## config.mk

```make
export PLATFORM = sky130hd
export DESIGN_NAME = accum_addr_sequencer
export DESIGN_NICKNAME = d
export VERILOG_FILES = /design/src/rtl/accum_pkg.sv /design/src/rtl/accum_addr_skew_pipe.sv /design/src/rtl/accum_addr_sequencer.sv
export SDC_FILE = /design/constraint.sdc
export NUM_CORES = 1
export LEC_CHECK = 0
export CAP_MARGIN = 20
export CELL_PAD_IN_SITES_DETAIL_PLACEMENT = 1
export CELL_PAD_IN_SITES_GLOBAL_PLACEMENT = 2
export CORE_ASPECT_RATIO = 0.5
export CORE_MARGIN = 2
export CORE_UTILIZATION = 29
export CTS_BUF_LIST = sky130_fd_sc_hd__clkbuf_16
export CTS_CLUSTER_DIAMETER = 120
export DETAILED_ROUTE_END_ITERATION = 6
export GPL_ROUTABILITY_DRIVEN = 0
export PLACE_DENSITY = 0.78
export RECOVER_POWER = 25
export SYNTH_ARGS = -nofsm -noshare
export SYNTH_HDL_FRONTEND = slang
export SYNTH_SLANG_ARGS = --single-unit
```

## constraint.sdc

```tcl
create_clock -name clk -period 2.6 [get_ports clk]
set_clock_uncertainty 0.05 [all_clocks]
set_input_delay 0.39 -clock clk [delete_from_list [all_inputs] [get_ports clk]]
set_output_delay 0.39 -clock clk [all_outputs]
set_load 0.02 [all_outputs]
```

## src/rtl/accum_pkg.sv

```systemverilog
// Shared definitions for the accumulator-table address sequencer: derived sizes for the
// default configuration, FSM state encoding and the table address formula.
package accum_pkg;

    localparam int DEF_MAX_OUT_ROWS = 128;
    localparam int DEF_MAX_OUT_COLS = 128;
    localparam int DEF_SYS_ARR_ROWS = 16;
    localparam int DEF_SYS_ARR_COLS = 16;
    localparam int DEF_MAX_K_PASSES = 16;

    localparam int NUM_ACCUM_ROWS = DEF_MAX_OUT_ROWS * (DEF_MAX_OUT_COLS / DEF_SYS_ARR_COLS);
    localparam int AW = $clog2(NUM_ACCUM_ROWS);
    localparam int MW = $clog2(DEF_MAX_OUT_ROWS / DEF_SYS_ARR_ROWS) + 1;
    localparam int NW = $clog2(DEF_MAX_OUT_COLS / DEF_SYS_ARR_COLS) + 1;
    localparam int KW = $clog2(DEF_MAX_K_PASSES) + 1;

    typedef enum logic [1:0] {
        IDLE  = 2'd0,
        RUN   = 2'd1,
        DRAIN = 2'd2
    } state_t;

    // Each tile column owns a MAX_OUT_ROWS-deep slab; tile rows stack within it.
    function automatic int calc_addr(input int n, input int m, input int sub_row,
                                     input logic rev, input int max_rows, input int sa_rows);
        int row_off;
        row_off = rev ? (sa_rows - 1 - sub_row) : sub_row;
        return n * max_rows + m * sa_rows + row_off;
    endfunction

endpackage

```

## src/rtl/accum_addr_skew_pipe.sv

```systemverilog
// Column skew line: column c sees the {wr_en, accum, addr} launched c cycles after column 0.
// Column 0 holds addr/accum across bubbles so idle columns keep a stable address.
module accum_addr_skew_pipe #(
    parameter int COLS = 16,
    parameter int AW   = 11
) (
    input  logic                 clk,
    input  logic                 rst_n,
    input  logic                 in_wr_en,
    input  logic                 in_accum,
    input  logic [AW-1:0]        in_addr,
    output logic [COLS*AW-1:0]   col_addr,
    output logic [COLS-1:0]      col_wr_en,
    output logic [COLS-1:0]      col_accum
);

    logic [COLS-1:0] wr_en_q;
    logic [COLS-1:0] accum_q;
    logic [AW-1:0]   addr_q [COLS];

    always_ff @(posedge clk) begin
        if (!rst_n) begin
            wr_en_q <= '0;
            accum_q <= '0;
            for (int i = 0; i < COLS; i++) begin
                addr_q[i] <= '0;
            end
        end else begin
            wr_en_q[0] <= in_wr_en;
            if (in_wr_en) begin
                accum_q[0] <= in_accum;
                addr_q[0]  <= in_addr;
            end
            for (int i = 1; i < COLS; i++) begin
                wr_en_q[i] <= wr_en_q[i-1];
                accum_q[i] <= accum_q[i-1];
                addr_q[i]  <= addr_q[i-1];
            end
        end
    end

    genvar gi;
    generate
        for (gi = 0; gi < COLS; gi++) begin : gen_col
            assign col_addr[gi*AW +: AW] = addr_q[gi];
        end
    endgenerate

    assign col_wr_en = wr_en_q;
    assign col_accum = accum_q;

endmodule

```

## src/rtl/accum_addr_sequencer.sv

```systemverilog
// Walks sub_row / K-pass / tile-row / tile-col per systolic-array output beat and feeds the
// per-column accumulator write port skew line.
module accum_addr_sequencer
    import accum_pkg::*;
#(
    parameter  int MAX_OUT_ROWS = 128,
    parameter  int MAX_OUT_COLS = 128,
    parameter  int SYS_ARR_ROWS = 16,
    parameter  int SYS_ARR_COLS = 16,
    parameter  int MAX_K_PASSES = 16,
    localparam int NUM_ROWS_L   = MAX_OUT_ROWS * (MAX_OUT_COLS / SYS_ARR_COLS),
    localparam int AW_L         = $clog2(NUM_ROWS_L),
    localparam int MW_L         = $clog2(MAX_OUT_ROWS / SYS_ARR_ROWS) + 1,
    localparam int NW_L         = $clog2(MAX_OUT_COLS / SYS_ARR_COLS) + 1,
    localparam int KW_L         = $clog2(MAX_K_PASSES) + 1
) (
    input  logic                         clk,
    input  logic                         rst_n,
    input  logic                         start,
    input  logic [MW_L-1:0]              cfg_submats_m,
    input  logic [NW_L-1:0]              cfg_submats_n,
    input  logic [KW_L-1:0]              cfg_k_passes,
    input  logic                         cfg_row_rev,
    input  logic                         sa_out_valid,
    output logic [SYS_ARR_COLS*AW_L-1:0] col_addr,
    output logic [SYS_ARR_COLS-1:0]      col_wr_en,
    output logic [SYS_ARR_COLS-1:0]      col_accum,
    output logic                         busy,
    output logic                         done,
    output logic                         err
);

    localparam int MAX_M = MAX_OUT_ROWS / SYS_ARR_ROWS;
    localparam int MAX_N = MAX_OUT_COLS / SYS_ARR_COLS;
    localparam int RW    = (SYS_ARR_ROWS > 1) ? $clog2(SYS_ARR_ROWS) : 1;
    localparam int DW    = (SYS_ARR_COLS > 1) ? $clog2(SYS_ARR_COLS) : 1;

    state_t          state_q, state_d;
    logic [RW-1:0]   sub_row_q, sub_row_d;
    logic [KW_L-1:0] k_q, k_d;
    logic [MW_L-1:0] m_q, m_d;
    logic [NW_L-1:0] n_q, n_d;
    logic [DW-1:0]   drain_q, drain_d;
    logic [MW_L-1:0] cfg_m_q, cfg_m_d;
    logic [NW_L-1:0] cfg_n_q, cfg_n_d;
    logic [KW_L-1:0] cfg_k_q, cfg_k_d;
    logic            cfg_rev_q, cfg_rev_d;
    logic            done_q, done_d;
    logic            err_q, err_d;

    logic            beat;
    logic            cfg_ok;
    logic            row_last, k_last, m_last, n_last;
    logic [AW_L-1:0] beat_addr;

    assign cfg_ok = (cfg_submats_m != '0) && (32'(cfg_submats_m) <= 32'(MAX_M)) &&
                    (cfg_submats_n != '0) && (32'(cfg_submats_n) <= 32'(MAX_N)) &&
                    (cfg_k_passes  != '0) && (32'(cfg_k_passes)  <= 32'(MAX_K_PASSES));

    assign row_last = (sub_row_q == RW'(SYS_ARR_ROWS - 1));
    assign k_last   = (k_q == cfg_k_q - KW_L'(1));
    assign m_last   = (m_q == cfg_m_q - MW_L'(1));
    assign n_last   = (n_q == cfg_n_q - NW_L'(1));

    assign beat_addr = AW_L'(calc_addr(32'(n_q), 32'(m_q), 32'(sub_row_q), cfg_rev_q,
                                       MAX_OUT_ROWS, SYS_ARR_ROWS));

    always_comb begin
        state_d   = state_q;
        sub_row_d = sub_row_q;
        k_d       = k_q;
        m_d       = m_q;
        n_d       = n_q;
        drain_d   = drain_q;
        cfg_m_d   = cfg_m_q;
        cfg_n_d   = cfg_n_q;
        cfg_k_d   = cfg_k_q;
        cfg_rev_d = cfg_rev_q;
        done_d    = 1'b0;
        err_d     = 1'b0;
        beat      = 1'b0;

        case (state_q)
            IDLE: begin
                err_d = sa_out_valid;
                if (start) begin
                    if (cfg_ok) begin
                        cfg_m_d   = cfg_submats_m;
                        cfg_n_d   = cfg_submats_n;
                        cfg_k_d   = cfg_k_passes;
                        cfg_rev_d = cfg_row_rev;
                        sub_row_d = '0;
                        k_d       = '0;
                        m_d       = '0;
                        n_d       = '0;
                        state_d   = RUN;
                    end else begin
                        err_d = 1'b1;
                    end
                end
            end
            RUN: begin
                if (sa_out_valid) begin
                    beat = 1'b1;
                    // Odometer carry: each counter advances only when all inner ones wrap.
                    if (!row_last) begin
                        sub_row_d = sub_row_q + RW'(1);
                    end else begin
                        sub_row_d = '0;
                        if (!k_last) begin
                            k_d = k_q + KW_L'(1);
                        end else begin
                            k_d = '0;
                            if (!m_last) begin
                                m_d = m_q + MW_L'(1);
                            end else begin
                                m_d = '0;
                                if (!n_last) begin
                                    n_d = n_q + NW_L'(1);
                                end else begin
                                    n_d = '0;
                                    if (SYS_ARR_COLS == 1) begin
                                        state_d = IDLE;
                                        done_d  = 1'b1;
                                    end else begin
                                        state_d = DRAIN;
                                        drain_d = '0;
                                    end
                                end
                            end
                        end
                    end
                end
            end
            DRAIN: begin
                err_d   = sa_out_valid;
                drain_d = drain_q + DW'(1);
                if (drain_q == DW'(SYS_ARR_COLS - 2)) begin
                    state_d = IDLE;
                    done_d  = 1'b1;
                end
            end
            default: begin
                state_d = IDLE;
            end
        endcase
    end

    always_ff @(posedge clk) begin
        if (!rst_n) begin
            state_q   <= IDLE;
            sub_row_q <= '0;
            k_q       <= '0;
            m_q       <= '0;
            n_q       <= '0;
            drain_q   <= '0;
            cfg_m_q   <= '0;
            cfg_n_q   <= '0;
            cfg_k_q   <= '0;
            cfg_rev_q <= 1'b0;
            done_q    <= 1'b0;
            err_q     <= 1'b0;
        end else begin
            state_q   <= state_d;
            sub_row_q <= sub_row_d;
            k_q       <= k_d;
            m_q       <= m_d;
            n_q       <= n_d;
            drain_q   <= drain_d;
            cfg_m_q   <= cfg_m_d;
            cfg_n_q   <= cfg_n_d;
            cfg_k_q   <= cfg_k_d;
            cfg_rev_q <= cfg_rev_d;
            done_q    <= done_d;
            err_q     <= err_d;
        end
    end

    accum_addr_skew_pipe #(
        .COLS (SYS_ARR_COLS),
        .AW   (AW_L)
    ) u_skew (
        .clk       (clk),
        .rst_n     (rst_n),
        .in_wr_en  (beat),
        .in_accum  (k_q != '0),
        .in_addr   (beat_addr),
        .col_addr  (col_addr),
        .col_wr_en (col_wr_en),
        .col_accum (col_accum)
    );

    // The done cycle is already IDLE, yet still counts as part of the job.
    assign busy = (state_q != IDLE) || done_q;
    assign done = done_q;
    assign err  = err_q;

endmodule

```

==> summary.txt <==
Place
  – Placement Cell Area: 0.0100 mm²
  – Dpl hpwl: 14000 µm
  – Buffers on Ports: 212
  – Placed insts: 1227

Route
  – Total wire length: 19600 µm
  – Pre-antenna DRT Iters: 4
  – DRC Markers: 0
  – Via density: 4.24
  – Vias: 5384
  – Routed Antenna Nets: 0
  – DR WL/cell: 15.5 µm
  – DRT iter0 DRCs: 184

Power
  – Psw: 0.00158 W
  – Part of the power in the clock network: 48.2%
  – LEAKAGE: 4.20 nW
  – Worst VDD drop: 0.431 mV
  – Gate power share: 3.2%
  – Flop pwr share: 48.5%
  – Power, Total: 0.00735 W
  – PwrDens: 678 mW/mm²
  – Sw Ratio: 21.5%
  – Int Power: 0.00577 W

STA
  – Max Freq: 410 MHz
  – Fin crit period: 2.44 ns
  – Slew headroom: -1.86%
  – Worst-Margin Slew: 1.53 ns
  – Fin. max-slew vios: 190
  – RSZ-0062 raised after global routing: no
  – Final Hold Viols: 0
  – Setup_tns: 0 ns
  – Final setup vio count: 0
  – Period utilization: 93.9%

Logic synthesis
  – Dominant synthesized flop cell: dfxtp_1
  – Largest area contributor in the netlist: dfxtp_1
  – Ys Warns: 0
  – Sequential fraction of the synthesis area: 61.5%
  – Post-Synthesis Cells: 691
  – Top cell type's share of synthesized area: 61.5%
  – Post-synth EDFFs: 0
  – Mapped Area: 0.00752 mm²
  – Synth cell count leaders: dfxtp_1 (231), and2_1 (182), nor2_1 (33)
  – Netlist cell types: 54
  – Mapped Nets: 721
  – Seq cells post-synth: 231
  – Async SR Flop Fraction: 0%
  – Most frequent cell after synthesis: dfxtp_1
  – Synthesized area per cell: 10.9 µm²
  – Top cells by area, synth: dfxtp_1 (61%), and2_1 (15%), ha_1 (2.0%), mux2i_1 (1.9%), nor2_1 (1.6%)

Floorplan
  – Die footprint: 0.0273 mm²
  – Initial Util: 29.7%
  – Num rows: 41
  – Core box area: 0.0253 mm²
  – Die height: 118 µm
  – Die Wd: 232 µm
  – Top Ports: 213

Critical path
  – Crit Reg-Reg Startpoint: cfg_k_q[0]
  – Worst reg-to-reg setup slack: 0.16 ns
  – Data arrival, critical path: 2.81 ns
  – CP max stage cell: dfxtp_1
  – WS Path Type: reg2reg
  – Worst setup EP type: flop
  – Crit path max fanout: 7
  – Critical path launch point type: flop
  – Buf/Inv on CP: 2
  – Origin of the worst setup path: cfg_k_q[0]
  – Worst stage delay on the critical path: 0.42 ns
  – CP cell instances: inv_1 -> ha_1 -> xor2_1 -> o211ai_2 -> a211oi_4 -> buf_4 -> a21o_2 -> nand3_1 -> o32ai_1
  – CP top delay family: compound AO/OA/AOI/OAI gates
  – Worst reg2reg path endpoint: m_q[3]
  – CP required: 2.97 ns
  – Worst R2R Path Depth: 9

Global routing
  – Gr ovfl total: 0
  – Global-route wire length before repair: 30700 µm
  – Number of global-route vias before repair: 5529
  – Total Routing Usage GR: 14.2%
  – Initial antenna violation count: 0
  – Largest net degree at the start of global routing: 190

Final layout
  – P&R area growth vs syn: 44.1%
  – Filler cell count: 2799
  – Reg area: 0.00462 mm²
  – Post-route design area: 0.0108 mm²
  – Nets: 938
  – Multi-input logic area: 0.00271 mm²
  – Post-route non-filler standard cell count: 1269
  – Share of post-route cells with drive strength above 1: 6.82%

Min path
  – Worst Hold Class: in2reg
  – Hold Path Depth: 3
  – Hold EP: cfg_m_q[0]
  – Beginning of the worst hold path: rst_n

Clock tree
  – TritonCTS clock tree: done
  – Cts hold-fix bufs: 0
  – Clk_lat worst skew: 0.52 ns
  – Clk root buf: clkbuf_16
  – Num CTS Buffers: 23
  – # H-tree levels: 1
  – Worst-path clk slew: 0.06 ns
  – Bufs on Longest Clock Path: 3
  – CTS sink cnt: 231
  – Postcts setup bufs: 0

Run status
  – Status: finished with violations
  – Violated checks: capacitance limit, slew limit

Flow run
  – Max Cap Violations: 1
-- stage by stage --
stage / setup WS (ns) / hold slack, ns / utilization [%]
6_report: 0.158 / 0.401 / 42.8
5_1_grt: 0.000907 / 0.419 / 42.8
4_1_cts: 0.148 / 0.386 / 42.8
3_5_place_dp: -0.0219 / 0.396 / 39.7
3_3_place_gp: 0.0128 / 0.389 / 39.7
2_1_floorplan: 0.358 / 0.409 / -
-- cell usage in the layout, fill, tap and decap left out, types with 5 or more instances in the layout --
| master | n |
|---|---|
| dfxtp_1 | 231 |
| clkdlybuf4s50_1 | 211 |
| and2_1 | 175 |
| nor2_1 | 33 |
| clkbuf_16 | 23 |
| nand2_1 | 22 |
| a21oi_1 | 22 |
| nand3_1 | 14 |
| mux2i_1 | 14 |
| inv_1 | 13 |
| xnor2_1 | 13 |
| o21ai_0 | 13 |
| buf_4 | 13 |
| ha_1 | 12 |
| nor3_1 | 10 |
| a211oi_1 | 8 |
| xor2_1 | 8 |
| nand2b_1 | 7 |
| and2_0 | 7 |
| clkinv_2 | 6 |
| bufinv_16 | 5 |
-- layer usage --
| metal | up-vias | wire, µm | share of wire (%) | global-route usage [%] |
|---|---|---|---|---|
| li1 | 2683 | - | - | - |
| met1 | 2549 | 8340 | 42 | 16.7 |
| met2 | 122 | 9840 | 50 | 25.4 |
| met3 | 30 | 1060 | 5.4 | 3.83 |
| met4 | 0 | 405 | 2.1 | 3.85 |
| met5 | - | 0 | 0 | 0 |
-- worst max path at each step --
| stage | to | depth (start not counted) | slack (ns) |
|---|---|---|---|
| after global routing | m_q[3] | 9 | 0.0009 |
| after floorplan | state_q[0] | 8 | 0.36 |
| after CTS | m_q[3] | 9 | 0.15 |
| final | m_q[3] | 9 | 0.16 |
| after global placement | n_q[3] | 8 | 0.01 |
| after detailed placement | m_q[3] | 8 | -0.02 |
-- kinds of logic after synthesis --
family	synth area share [%]
and+or+nand+nor	23.1
DFF	61.5
AOI/OAI and AO/OA	6.06
buffers and inverters	2.48
xor gates and xnor gates	2.96
muxes	1.86
adders and majority gates	2.00
-- state kept, by name, summed over array words and instances, names as in the netlist --
register	count
cfg_k_q	5
cfg_m_q	4
cfg_n_q	4
cfg_rev_q	1
done	1
drain_q	4
err	1
k_q	5
m_q	4
n_q	4
state_q	2
sub_row_q	4
u_skew.addr_q	160
u_skew.col_accum	16
u_skew.col_wr_en	16
-- power by group through the flow --
stage / Clock, W / Sequential, W / Combinational [W]
final: 0.00355 / 0.00357 / 0.000238
after global routing: 0.00384 / 0.00357 / 0.000263
after detailed placement: 0 / 0.00365 / 0.000245
after global placement: 0 / 0.00365 / 0.000239
after floorplan: 0 / 0.00365 / 0.000136
after CTS: 0.00368 / 0.00357 / 0.000246
-- layout make-up --
| class | instances | share of cell area [%] |
|---|---|---|
| sequential | 231 | 42.7 |
| antenna | 1 | 0.0231 |
| tap | 344 | 3.97 |
| multi-input combinational | 413 | 25.0 |
| timing repair buffer | 226 | 20.5 |
| clock inverter | 18 | 2.07 |
| inverter | 13 | 0.450 |
| clock buffer | 23 | 5.31 |
-- worst register-to-register path: stages (launching register included) --
cell and delay (ns):
dfxtp_1 0.42, inv_1 0.08, ha_1 0.31, xor2_1 0.17, o211ai_2 0.13, a211oi_4 0.31, buf_4 0.22, a21o_2 0.21
nand3_1 0.15, o32ai_1 0.30
-- timing repair --
action                                  4_1_cts  5_1_grt
resized for setup                             0        1
endpoints found under the setup margin        0        1
hold endpoints to repair                      0        0
Note: power is estimated with default switching activity, not from simulation.
